==> src/rtl/lstm_sequencer.sv <==
// Sample sequencer for the LSTM network layer and its output perceptron.
// Optional watchdog enabled by defining LSTM_SEQ_TIMEOUT_EN.
module lstm_sequencer #(
    parameter int INPUT_SZ       = 2,
    parameter int QN             = 6,
    parameter int QM             = 11,
    parameter int SEQ_LEN        = 8,
    parameter int NET_RST_CYCLES = 4,
    parameter int TIMEOUT_CYCLES = 1024,
    localparam int BITWIDTH       = QN + QM + 1,
    localparam int INPUT_BITWIDTH = BITWIDTH * INPUT_SZ
) (
    input  logic                      clock,
    input  logic                      reset,
    input  logic                      inValid,
    output logic                      inReady,
    input  logic [INPUT_BITWIDTH-1:0] inVec,
    output logic [INPUT_BITWIDTH-1:0] netInput,
    output logic                      netNewSample,
    output logic                      netReset,
    input  logic                      netDataReady,
    output logic                      percReset,
    input  logic                      percDataReady,
    input  logic [BITWIDTH-1:0]       percOutput,
    output logic                      outValid,
    input  logic                      outReady,
    output logic [BITWIDTH-1:0]       outData,
    output logic                      outLast,
    output logic                      seqErr
);

    localparam logic [2:0] SEQ_RST  = 3'd0;
    localparam logic [2:0] IDLE     = 3'd1;
    localparam logic [2:0] ISSUE    = 3'd2;
    localparam logic [2:0] WAIT_NET = 3'd3;
    localparam logic [2:0] GAP      = 3'd4;
    localparam logic [2:0] PERC_RUN = 3'd5;
    localparam logic [2:0] OUTPUT   = 3'd6;

    localparam int IDX_W = (SEQ_LEN > 1) ? $clog2(SEQ_LEN) : 1;
    localparam int RST_W = (NET_RST_CYCLES > 1) ? $clog2(NET_RST_CYCLES) : 1;
    localparam logic [IDX_W-1:0] IDX_LAST = IDX_W'(SEQ_LEN - 1);
    localparam logic [RST_W-1:0] RST_LAST = RST_W'(NET_RST_CYCLES - 1);

    if (SEQ_LEN < 1 || NET_RST_CYCLES < 1 || TIMEOUT_CYCLES < 1) begin : gBadParams
        $error("lstm_sequencer: SEQ_LEN, NET_RST_CYCLES and TIMEOUT_CYCLES must be >= 1");
    end

    logic [2:0]       state;
    logic [2:0]       stateNext;
    logic [RST_W-1:0] rstCnt;
    logic [IDX_W-1:0] sampleIdx;
    logic             netDrPrev;
    logic             percDrPrev;
    logic             netRise;
    logic             percRise;
    logic             timeout;

`ifdef LSTM_SEQ_TIMEOUT_EN
    localparam int WD_W = $clog2(TIMEOUT_CYCLES + 1);
    localparam logic [WD_W-1:0] WD_LAST = WD_W'(TIMEOUT_CYCLES - 1);
    logic [WD_W-1:0] wdCnt;
`endif

    always_comb begin
        netRise  = netDataReady & ~netDrPrev;
        percRise = percDataReady & ~percDrPrev;
        timeout  = 1'b0;
`ifdef LSTM_SEQ_TIMEOUT_EN
        timeout  = (wdCnt == WD_LAST) &&
                   ((state == WAIT_NET && !netRise) || (state == PERC_RUN && !percRise));
`endif
        stateNext = state;
        case (state)
            SEQ_RST:  if (rstCnt == RST_LAST) stateNext = IDLE;
            IDLE:     if (inValid) stateNext = ISSUE;
            ISSUE:    stateNext = WAIT_NET;
            WAIT_NET: if (netRise) stateNext = GAP;
            GAP:      stateNext = PERC_RUN;
            PERC_RUN: if (percRise) stateNext = OUTPUT;
            OUTPUT:   if (outReady) stateNext = outLast ? SEQ_RST : IDLE;
            default:  stateNext = SEQ_RST;
        endcase
        if (timeout) stateNext = SEQ_RST;
    end

    // Outputs are decoded from the next state so every port comes straight from a flop.
    always_ff @(posedge clock) begin
        if (reset) begin
            state        <= SEQ_RST;
            rstCnt       <= '0;
            sampleIdx    <= '0;
            netDrPrev    <= 1'b0;
            percDrPrev   <= 1'b0;
            netInput     <= '0;
            outData      <= '0;
            outLast      <= 1'b0;
            inReady      <= 1'b0;
            netNewSample <= 1'b0;
            netReset     <= 1'b1;
            percReset    <= 1'b1;
            outValid     <= 1'b0;
        end else begin
            state        <= stateNext;
            netDrPrev    <= netDataReady;
            percDrPrev   <= percDataReady;
            inReady      <= (stateNext == IDLE);
            netNewSample <= (stateNext == ISSUE);
            netReset     <= (stateNext == SEQ_RST);
            percReset    <= (stateNext != PERC_RUN);
            outValid     <= (stateNext == OUTPUT);

            if (state == SEQ_RST && stateNext == SEQ_RST) rstCnt <= rstCnt + 1'b1;
            else                                          rstCnt <= '0;

            if (state == SEQ_RST)                           sampleIdx <= '0;
            else if (state == OUTPUT && stateNext == IDLE)  sampleIdx <= sampleIdx + 1'b1;

            if (state == IDLE && stateNext == ISSUE) netInput <= inVec;

            if (state == PERC_RUN && stateNext == OUTPUT) begin
                outData <= percOutput;
                outLast <= (sampleIdx == IDX_LAST);
            end
        end
    end

`ifdef LSTM_SEQ_TIMEOUT_EN
    always_ff @(posedge clock) begin
        if (reset) begin
            wdCnt  <= '0;
            seqErr <= 1'b0;
        end else begin
            if (stateNext != state)                         wdCnt <= '0;
            else if (state == WAIT_NET || state == PERC_RUN) wdCnt <= wdCnt + 1'b1;
            if (timeout) seqErr <= 1'b1;
        end
    end
`else
    assign seqErr = 1'b0;
`endif

endmodule

==> config.mk <==
export PLATFORM = sky130hd
export DESIGN_NAME = lstm_sequencer
export DESIGN_NICKNAME = d
export VERILOG_FILES = /design/src/rtl/lstm_sequencer.sv
export SDC_FILE = /design/constraint.sdc
export NUM_CORES = 1
export LEC_CHECK = 0
export CAP_MARGIN = 20
export CORE_MARGIN = 3
export CORE_UTILIZATION = 42
export CTS_BUF_LIST = sky130_fd_sc_hd__clkbuf_4
export DETAILED_ROUTE_END_ITERATION = 8
export GPL_ROUTABILITY_DRIVEN = 0
export PLACE_DENSITY = 0.85
export SKIP_CTS_REPAIR_TIMING = 1
export SLEW_MARGIN = 25
export SYNTH_ARGS = -nofsm -noshare
export SYNTH_HDL_FRONTEND = slang
export SYNTH_SLANG_ARGS = --single-unit
==> constraint.sdc <==
create_clock -name clock -period 2.1 [get_ports clock]
set_input_delay 0.42 -clock clock [delete_from_list [all_inputs] [get_ports clock]]
set_output_delay 0.42 -clock clock [all_outputs]
set_load 0.005 [all_outputs]
==> results_dict.tcl <==
set metrics [dict create \
    worstHoldEndpoint "netInput[6]" \
    r2r_end "rstCnt[0]" \
    insertion_delay_ns 0.40 \
    post_synth.cell_area_avg_sq_um 8.35 \
    synth_compound_area_frac 0.134 \
    drc 0 \
    grt_pass1_wl_mm 10.9 \
    drv_cap 0 \
    worstSetupEndpointType "register" \
    fin_setup_tns_ns 0 \
    cp.required_ns 2.40 \
    htree_levels 3 \
    synthSimpleGateAreaFrac 0.259 \
    wl_met3_um 515 \
    setup_viol_count_final 0 \
    rsz0062_at_grt "no" \
    timing.slew.headroom 0.554 \
    cts_buffer_depth 2 \
    worstPathArrival_ns 2.12 \
    crit_path_start_kind "register" \
    hold_viol_final 0 \
    maxUsedRoutingLayer "met4" \
    crit_family "compound AO/OA/AOI/OAI gates" \
    power_mw 3.38 \
    grt_pass1_vias 2355 \
    initial_utilization 0.437 \
    cts_root_buf "clkbuf_4" \
    synthDistinctLibCells 38 \
    grt_max_degree 37 \
    vias 2523 \
    hp-start "reset" \
    timing.final.crit_share 0.866 \
    finalWirelength_mm 6.70 \
    rows 28 \
    synthAdderAreaFrac 0.0144 \
    synth_seq_cells 70 \
    placed_cell_area_sq_um 3850 \
    port_buffers 119 \
    design_area_sq_um 4050 \
    max_clock_freq_ghz 0.550 \
    syn_inst 312 \
    crit_buf_inv 0 \
    drv_slew 0 \
    fin_crit_ns 1.82 \
    wl_met2_mm 3.20 \
    crit_path_top_delay_cell "dfxtp_1" \
    reg2reg_depth 4 \
    numClockSinks 70 \
    drive_gt1_frac 0.0670 \
    chipHeight_um 84.7 \
    viasPerCell 4.97 \
    status "finished clean" \
    antenna_found_initial 0 \
    setup_ws_ns 0.281 \
    final_common_cell "clkdlybuf4s50_1" \
    async_flop_share 0 \
    dp_hpwl_mm 4.74 \
    core_sq_um 5960 \
    regToRegSetupSlack_ns 0.28 \
    wl_met1_mm 2.85 \
    hold_class "in -> reg" \
    synth-warning-count 0 \
    die_area_sq_um 7180 \
    syn-num-nets 375 \
    fp.dieW_um 84.7 \
    crit_fanout 11 \
    netlist_area_sq_um 2600 \
    holdPathStages 2 \
    regToRegStartpoint "state[1]" \
    skew_ns 0.0118 \
    syn_to_final_growth_pct 55.6 \
    critPathKind "reg -> reg" \
    p_per_area_nw_per_um2 833 \
    routedWlPerCell_um 13.2 \
    synth_ff_type "dfxtp_1" \
    drt-initial-drc-count 79 \
    ir_drop_uv 565 \
    numCtsBuffers 9 \
    ys_seq_area_frac 0.538 \
    ant_nets 0 \
    synth_mux_area_frac 0.00769 \
    final_cell_mix "clkdlybuf4s50_1 (118), nand2_1 (113), dfxtp_1 (70), a21oi_1 (58), clkbuf_4 (9)" \
    io_pins 121 \
    n_antenna_cell 0 \
    firstDrtPassIters 4 \
    synth_xor_area_frac 0.00336 \
    placed_cells 492 \
    grt_overflow 0 \
    path_clk_slew_ns 0.11 \
    grtUsageTotal 0.190 \
    tightestPinTransition_ns 0.664 \
    pre_cts_ws_ns -0.0340 \
    synth_top_family_by_area "simple AND/OR/NAND/NOR gates" \
    synth_edf_count 0 \
    cts_tree "done" \
    nNetsFinal 491 \
    final_cells 508 \
    max_stage_delay_ns 0.53 \
    p_leak_nw 1.39 \
    path_cells "o21ai_0, a221oi_1, nand4bb_1, nor4_1" \
]
==> Yosys cell counts (2+ instances only) <==
master / number / share of area
nand2_1: 113 / 0.16
dfxtp_1: 70 / 0.54
a21oi_1: 58 / 0.11
clkbuf_1: 12 / 0.017
buf_2: 7 / 0.013
nor2_1: 4 / 0.0058
nor2b_1: 4 / 0.0096
nor3_1: 4 / 0.0077
ha_1: 3 / 0.014
nor4_1: 3 / 0.0072
buf_6: 2 / 0.0086
mux2i_1: 2 / 0.0077
nand2b_1: 2 / 0.0048
nand4bb_1: 2 / 0.0086
nor3b_1: 2 / 0.0058
nor4b_1: 2 / 0.0067
==> through the flow <==
stage	hold WS, ns	util
floorplan	0.453	-
global placement	0.440	0.646
detailed placement	0.446	0.646
CTS	0.279	0.680
global route	0.298	0.680
finish	0.310	0.680
==> registers in the layout (all words and copies together) (netlist names) <==
signal,flops
outLast,1
netReset,1
inReady,1
rstCnt,2
state,3
netDrPrev,1
netNewSample,1
percDrPrev,1
percReset,1
outData,18
outValid,1
netInput,36
sampleIdx,3
==> cell families (layout without fill, tap and decap cells) <==
| family | Yosys count | count (layout) |
|---|---|---|
| adder cells (fa/ha/maj) | 3 | 3 |
| AO/OA/AOI/OAI | 66 | 66 |
| buffers and inverters | 22 | 143 |
| AND/OR/NAND/NOR | 147 | 147 |
| other | 1 | 1 |
| multiplexers | 2 | 2 |
| flip-flops | 70 | 70 |
| XOR/XNOR | 1 | 1 |
==> routing by layer <==
layer	track usage	vias to the layer above
met2	0.308	91
li1	-	1263
met5	0	-
met3	0.0697	11
met1	0.226	1158
met4	0.0791	0
==> power by group <==
group | leakage, nW | internal, mW | switching (mW)
Combinational | 0.724 | 0.376 | 0.306
Sequential | 0.566 | 1.43 | 0.0703
Clock | 0.104 | 0.717 | 0.476
Total | 1.39 | 2.52 | 0.852
==> worst max-delay path by stage <==
stage                       startpoint        end  slack (ns)  cells past startpoint
after global routing          state[1]  rstCnt[0]        0.18                      4
after detailed placement  netDataReady  rstCnt[0]       -0.03                      5
after global placement    netDataReady  rstCnt[1]        0.02                      5
final                         state[1]  rstCnt[0]        0.28                      4
after floorplan               state[1]  rstCnt[0]        0.50                      5
after CTS                     state[1]  rstCnt[0]        0.33                      4
==> layout make-up <==
cell class | count | area, sq um
fillers | 492 | 1910
well taps | 75 | 93.8
flip-flops and latches | 70 | 1400
repair buffers | 127 | 1260
multi-input cells | 220 | 1090
clock inverters | 7 | 136
clock buffers | 9 | 67.6
Note: power is estimated with default switching activity, not from simulation.
==> patch 1 (same flow settings) <==
Build with the macro `LSTM_SEQ_TIMEOUT_EN` defined.
--- a/src/rtl/lstm_sequencer.sv
+++ b/src/rtl/lstm_sequencer.sv
@@ -1,5 +1,7 @@
 // Sample sequencer for the LSTM network layer and its output perceptron.
 // Optional watchdog enabled by defining LSTM_SEQ_TIMEOUT_EN.
+`define LSTM_SEQ_TIMEOUT_EN
+
 module lstm_sequencer #(
     parameter int INPUT_SZ       = 2,
     parameter int QN             = 6,
Behaviour: same outputs for any inputs over 10 cycles, from zero or initial values and one cycle with reset high; that may be too few to reach the edited logic, so the function may still have changed.
==> patch 1 against the original RTL <==
Cell count increased by 19%. Cell area up 15%. Setup slack lost 130 ps. Routed wire length increased by 20%. Sequential cell count increased by 12. Power up 17%. Critical path depth rose by 4. Synthesized area rose by 20%. Critical endpoint is now netReset. Largest cell class unchanged.
==> patch 1: results (changes against the original RTL) <==
* highest fanout seen on the critical path: 4, -7
* global routing met2 resource utilization: 32.2%, +1.4 points
* global-route wire length before repair: 13,100 um, +20%
* share of the synthesized area in compound gates (AO/OA/AOI/OAI): 14.2%, +0.83 points
* worst supply voltage drop on vdd: 0.000599 V, +5.9%
* met1 Use GR: 21.8%, -0.72 points
* placed inst area: 4490 um^2, +17%
* initial antenna violation count: 0, unchanged
* Synth Area in XOR/XNOR: 3.07%, +2.7 points
* run status: finished clean
* antenna diode count: 0, unchanged
* 1st-iter DRT viols: 96, +22%
* share of layout cells above drive strength 1: 8.48%, +1.8 points
* number of standard cells after synthesis: 377, +21%
* startpoint of the most critical hold path: reset
* final hold vios: 0, unchanged
* vias in the first global route: 2,900, +23%
* number of buffers added by the clock tree synthesis step: 9, unchanged
* critical path's slowest cell: or3_1
* detailed-routing wirelength on met1: 3230 um, +13%
* global router's overall resource usage: 19.1%, +0.16 points
* number of detailed-route iterations in the first pass: 4, unchanged
* # nets final: 567, +15%
* Mapped Nets: 441, +18%
* Met2 Routed Length: 3880 um, +21%
* Reg-to-Reg Start: state[1]
* yosys warns: 0, unchanged
* mux cell area share after synthesis: 0.957%, +0.19 points
* Synth Area in Adders: 1.60%, +0.15 points
* vias per cell: 4.92, -0.86%
* Min-Delay Path Class: input port to flop
* deepest level of the CTS H-tree: 3, unchanged
* number of library cell types mapped by synthesis: 40, +5.3%
* number of input and output port buffers inserted: 120, +0.84%
* cell count after placement: 588, +20%
* arrival time reported for the critical path endpoint: 2300 ps, +180 ps
* Routed met3 length: 766 um, +49%
* half-perimeter wire length after detailed placement: 5850 um, +23%
* fraction of the yosys area taken by sequential cells: 52.3%, -1.5 points
* final worst clock skew: 19.7 ps, +7.88 ps
* Worst path max stage delay: 440 ps, -90 ps
* clock latency on the worst-skew pair: 410 ps
* synth top area cells: dfxtp_1, nand2_1, a21oi_1, clkbuf_1, a31oi_1
* Clock transition at path regs: 110 ps, about the same
* launching element of the worst setup path: netDataReady
* detailed-route wire length: 8040 um, +20%
* pin count of the biggest net entering global routing: 38, +2.7%
* P_leak: 1.64 nW, +17%
* largest registers: netInput (36), outData (18), wdCnt (11)
* root buf cell: clkbuf_4
* routing usage on met3: 8.37%, +1.4 points
* Final Instance Count excl. Fillers: 603, +19%
* pin slew with the least headroom to its limit: 417 ps, -247 ps
* CTS Buffer Depth: 2, unchanged
* leading post-synthesis cells by instance count: nand2_1, dfxtp_1, a21oi_1
* DRC viols: 0, unchanged
* ys async rst share: 0%, unchanged
[patch 1: cell types whose count changed after synthesis, sizes merged, moves of 4 or more]
cell	change
dfxtp	+12
nor2	+11
xor2	+5
clkbuf	+6
nor4	-4
or3	+5
xnor2	+5
nand4	+4
nand2	+9
a31oi	+9
[patch 1: per-stage QoR]
stage	setup TNS [ps]	setup WS (ps)	total power [mW]	utilization [%]
3_3_place_gp	-3940	-232	2.82	64.0
2_1_floorplan	0	156	2.36	-
6_report	0	152	3.96	66.6
3_5_place_dp	-4390	-261	2.86	64.0
5_1_grt	0	20.8	4.19	66.6
4_1_cts	0	73.7	4.00	66.6
[patch 1: final timing paths]
| kind | endpoint | depth (start not counted) | slack (ps) |
|---|---|---|---|
| min | netNewSample | 2 | 430 |
| max | netReset | 8 | 150 |
| max reg2reg | wdCnt[8] | 5 | 180 |
| min reg2reg | rstCnt[0] | 1 | 440 |
[patch 1: cells by family after synthesis]
family                   after synthesis
AND/OR/NAND/NOR                      171
flip-flops                            82
AO/OA/AOI/OAI                         79
buffers and inverters                 27
XOR/XNOR                              11
adder cells (fa/ha/maj)                4
multiplexers                           3
[patch 1: cell type report]
cell class | count | area, um^2
timing repair buffer | 140 | 1350
inverter | 2 | 7.51
fill | 588 | 2340
clock buffer | 9 | 67.6
sequential | 82 | 1640
clock inverter | 6 | 115
multi-input combinational | 268 | 1380
tap | 96 | 120
[patch 1: where the power goes]
group | switching [mW] | internal [mW] | leakage [nW] | total [mW]
sequential | 0.0988 | 1.69 | 0.663 | 1.79
clock | 0.534 | 0.603 | 0.0926 | 1.14
combinational | 0.501 | 0.528 | 0.880 | 1.03
total | 1.13 | 2.82 | 1.64 | 3.96
[patch 1: critical path: cells and delay by family]
kind | cells | cell delay, ps
compound gates | 2 | 480
simple gates | 3 | 690
buf+inv | 3 | 710
==> patch 2 (same settings) <==
Made on the original files. Change the parameter `SEQ_LEN` from 8 to 16.
--- a/src/rtl/lstm_sequencer.sv
+++ b/src/rtl/lstm_sequencer.sv
@@ -4,7 +4,7 @@
     parameter int INPUT_SZ       = 2,
     parameter int QN             = 6,
     parameter int QM             = 11,
-    parameter int SEQ_LEN        = 8,
+    parameter int SEQ_LEN        = 16,
     parameter int NET_RST_CYCLES = 4,
     parameter int TIMEOUT_CYCLES = 1024,
     localparam int BITWIDTH       = QN + QM + 1,
Behaviour: no difference found for any inputs over 10 cycles, from zero or initial values and one cycle with reset high; that may be too few to reach the edited logic, so the function may still have changed.
==> patch 2 against the original RTL <==
Non-clock buffer count decreased by 1. Setup slack improved by 110 ps. Cell area shrank 0.99%. Power fell by 12%. Synthesized area is 1.9% higher. Sequential cell count grew 1. Routed wire length is 4.3% higher. First-iteration DRC count decreased by 10%. Count of clock-buffer cells in the layout up 1. Largest power group unchanged.
==> patch 2: results (changes against the original RTL) <==
* yosys warns: 0, unchanged
* buffer share of cell area: 30.9%, -0.19 points
* Seq area share: 35.4%, +0.84 points
* power density normalized to cell area: 738 nW/um^2, -11%
* worst setup slack after placement: 152 ps, +186 ps
* Register-to-Register Path Depth: 4, unchanged
* proportion of cell area occupied by multi-input gates: 27.7%, +0.77 points
* endpoint of the lowest-slack register-to-register path: sampleIdx[3]
* vias per cell: 4.88, -1.6%
* antenna diode count: 0, unchanged
* 1st-iter DRT viols: 71, -10%
* layout overhead on the synthesized area: 51.2%
* P_leak: 1.39 nW, -0.39%
* reg2reg setup slack: 390 ps, +110 ps
* cell family contributing the most delay on the critical path: flip-flops
* synthesized area per cell: 8.32 um^2, -0.36%
* cell count after placement: 497, +1.0%
* hold-critical path endpoint: rstCnt[0]
* mux cell area share after synthesis: 0.755%, -0.014 points
* Min-Delay Path Class: flop to flop
* Worst path max stage delay: 570 ps, +40 ps
* core area: 6030 um^2, +1.2%
* vias in the first global route: 2,483, +5.4%
* total net switching power: 0.807 mW, -5.2%
* total of flip-flops plus latches after synthesis: 71, +1.4%
* number of inserted filler cells in the final layout: 509, +3.5%
* depth of the worst hold-timing path: 1, -1
* placed inst area: 3870 um^2, +0.72%
* final worst clock skew: 14.8 ps, +3.02 ps
* run status: finished clean
* worst hold margin: 442 ps, +132 ps
* Synth Area in XOR/XNOR: 0.660%, +0.32 points
* pin count of the biggest net entering global routing: 37, unchanged
* clock latency on the worst-skew pair: 380 ps, -20 ps
* startpoint of the most critical hold path: rstCnt[0]
* layout clock buffer count: 10, +1
* Mapped Nets: 381, +1.6%
* largest registers: netInput (36), outData (18), sampleIdx (4)
* number of library cell types mapped by synthesis: 43, +13%
* half-perimeter wire length after detailed placement: 5100 um, +7.6%
* Final Instance Count excl. Fillers: 513, +0.98%
* global router's overall resource usage: 19.4%, +0.41 points
* fraction of the yosys area taken by sequential cells: 53.6%, -0.24 points
* leading post-synthesis cells by instance count: nand2_1, dfxtp_1, a21oi_1
* share of layout cells above drive strength 1: 6.85%, +0.15 points
* wire length per cell after detailed routing: 13.6 um, +3.3%
* share of final layout cell area taken by clock buffers and inverters: 3.40%, -1.6 points
* combinational power: 0.604 mW, -11%
* Slew HR: 51.5%, -3.8 points
* synth top area cells: dfxtp_1, nand2_1, a21oi_1, clkbuf_1, buf_2
* arrival time reported for the critical path endpoint: 2010 ps, -110 ps
* share of the synthesized area in compound gates (AO/OA/AOI/OAI): 15.0%, +1.6 points
* highest fanout seen on the critical path: 12, +1
* Synth Area in Adders: 0.943%, -0.50 points
* multi-input gates: 223, +1.4%
* Repair and plain buffers: 126, -0.79%
* Clk pwr share: 28.4%, -6.9 points
* Inverters: 2, +2
* worst supply voltage drop on vdd: 0.000393 V, -30%
patch 2: cell types whose count changed after synthesis, moves of 2 or more:
cell,unedited run,this run
nand3_1,1,4
nand4bb_1,2,0
and2_1,0,2
inv_1,0,2
nor3b_1,2,0
nor3_1,4,7
and3b_2,0,2
a21oi_1,58,55
nor4_1,3,0
nand4_1,0,2
patch 2: per-layer routing:
metal	wire length (um)	vias to the layer above	track usage (%)
met1	2860	1138	23.3
met4	73	0	6.91
li1	-	1280	-
met5	0	-	0
met2	3420	83	33.1
met3	624	5	5.34
patch 2: worst max-delay path by stage:
stage / from / end / slack [ps]
4_1_cts: outLast / outLast / 360
2_1_floorplan: state[1] / sampleIdx[3] / 640
3_3_place_gp: inValid / sampleIdx[3] / 170
3_5_place_dp: inValid / sampleIdx[3] / 150
6_report: state[0] / sampleIdx[3] / 390
5_1_grt: state[0] / sampleIdx[3] / 300
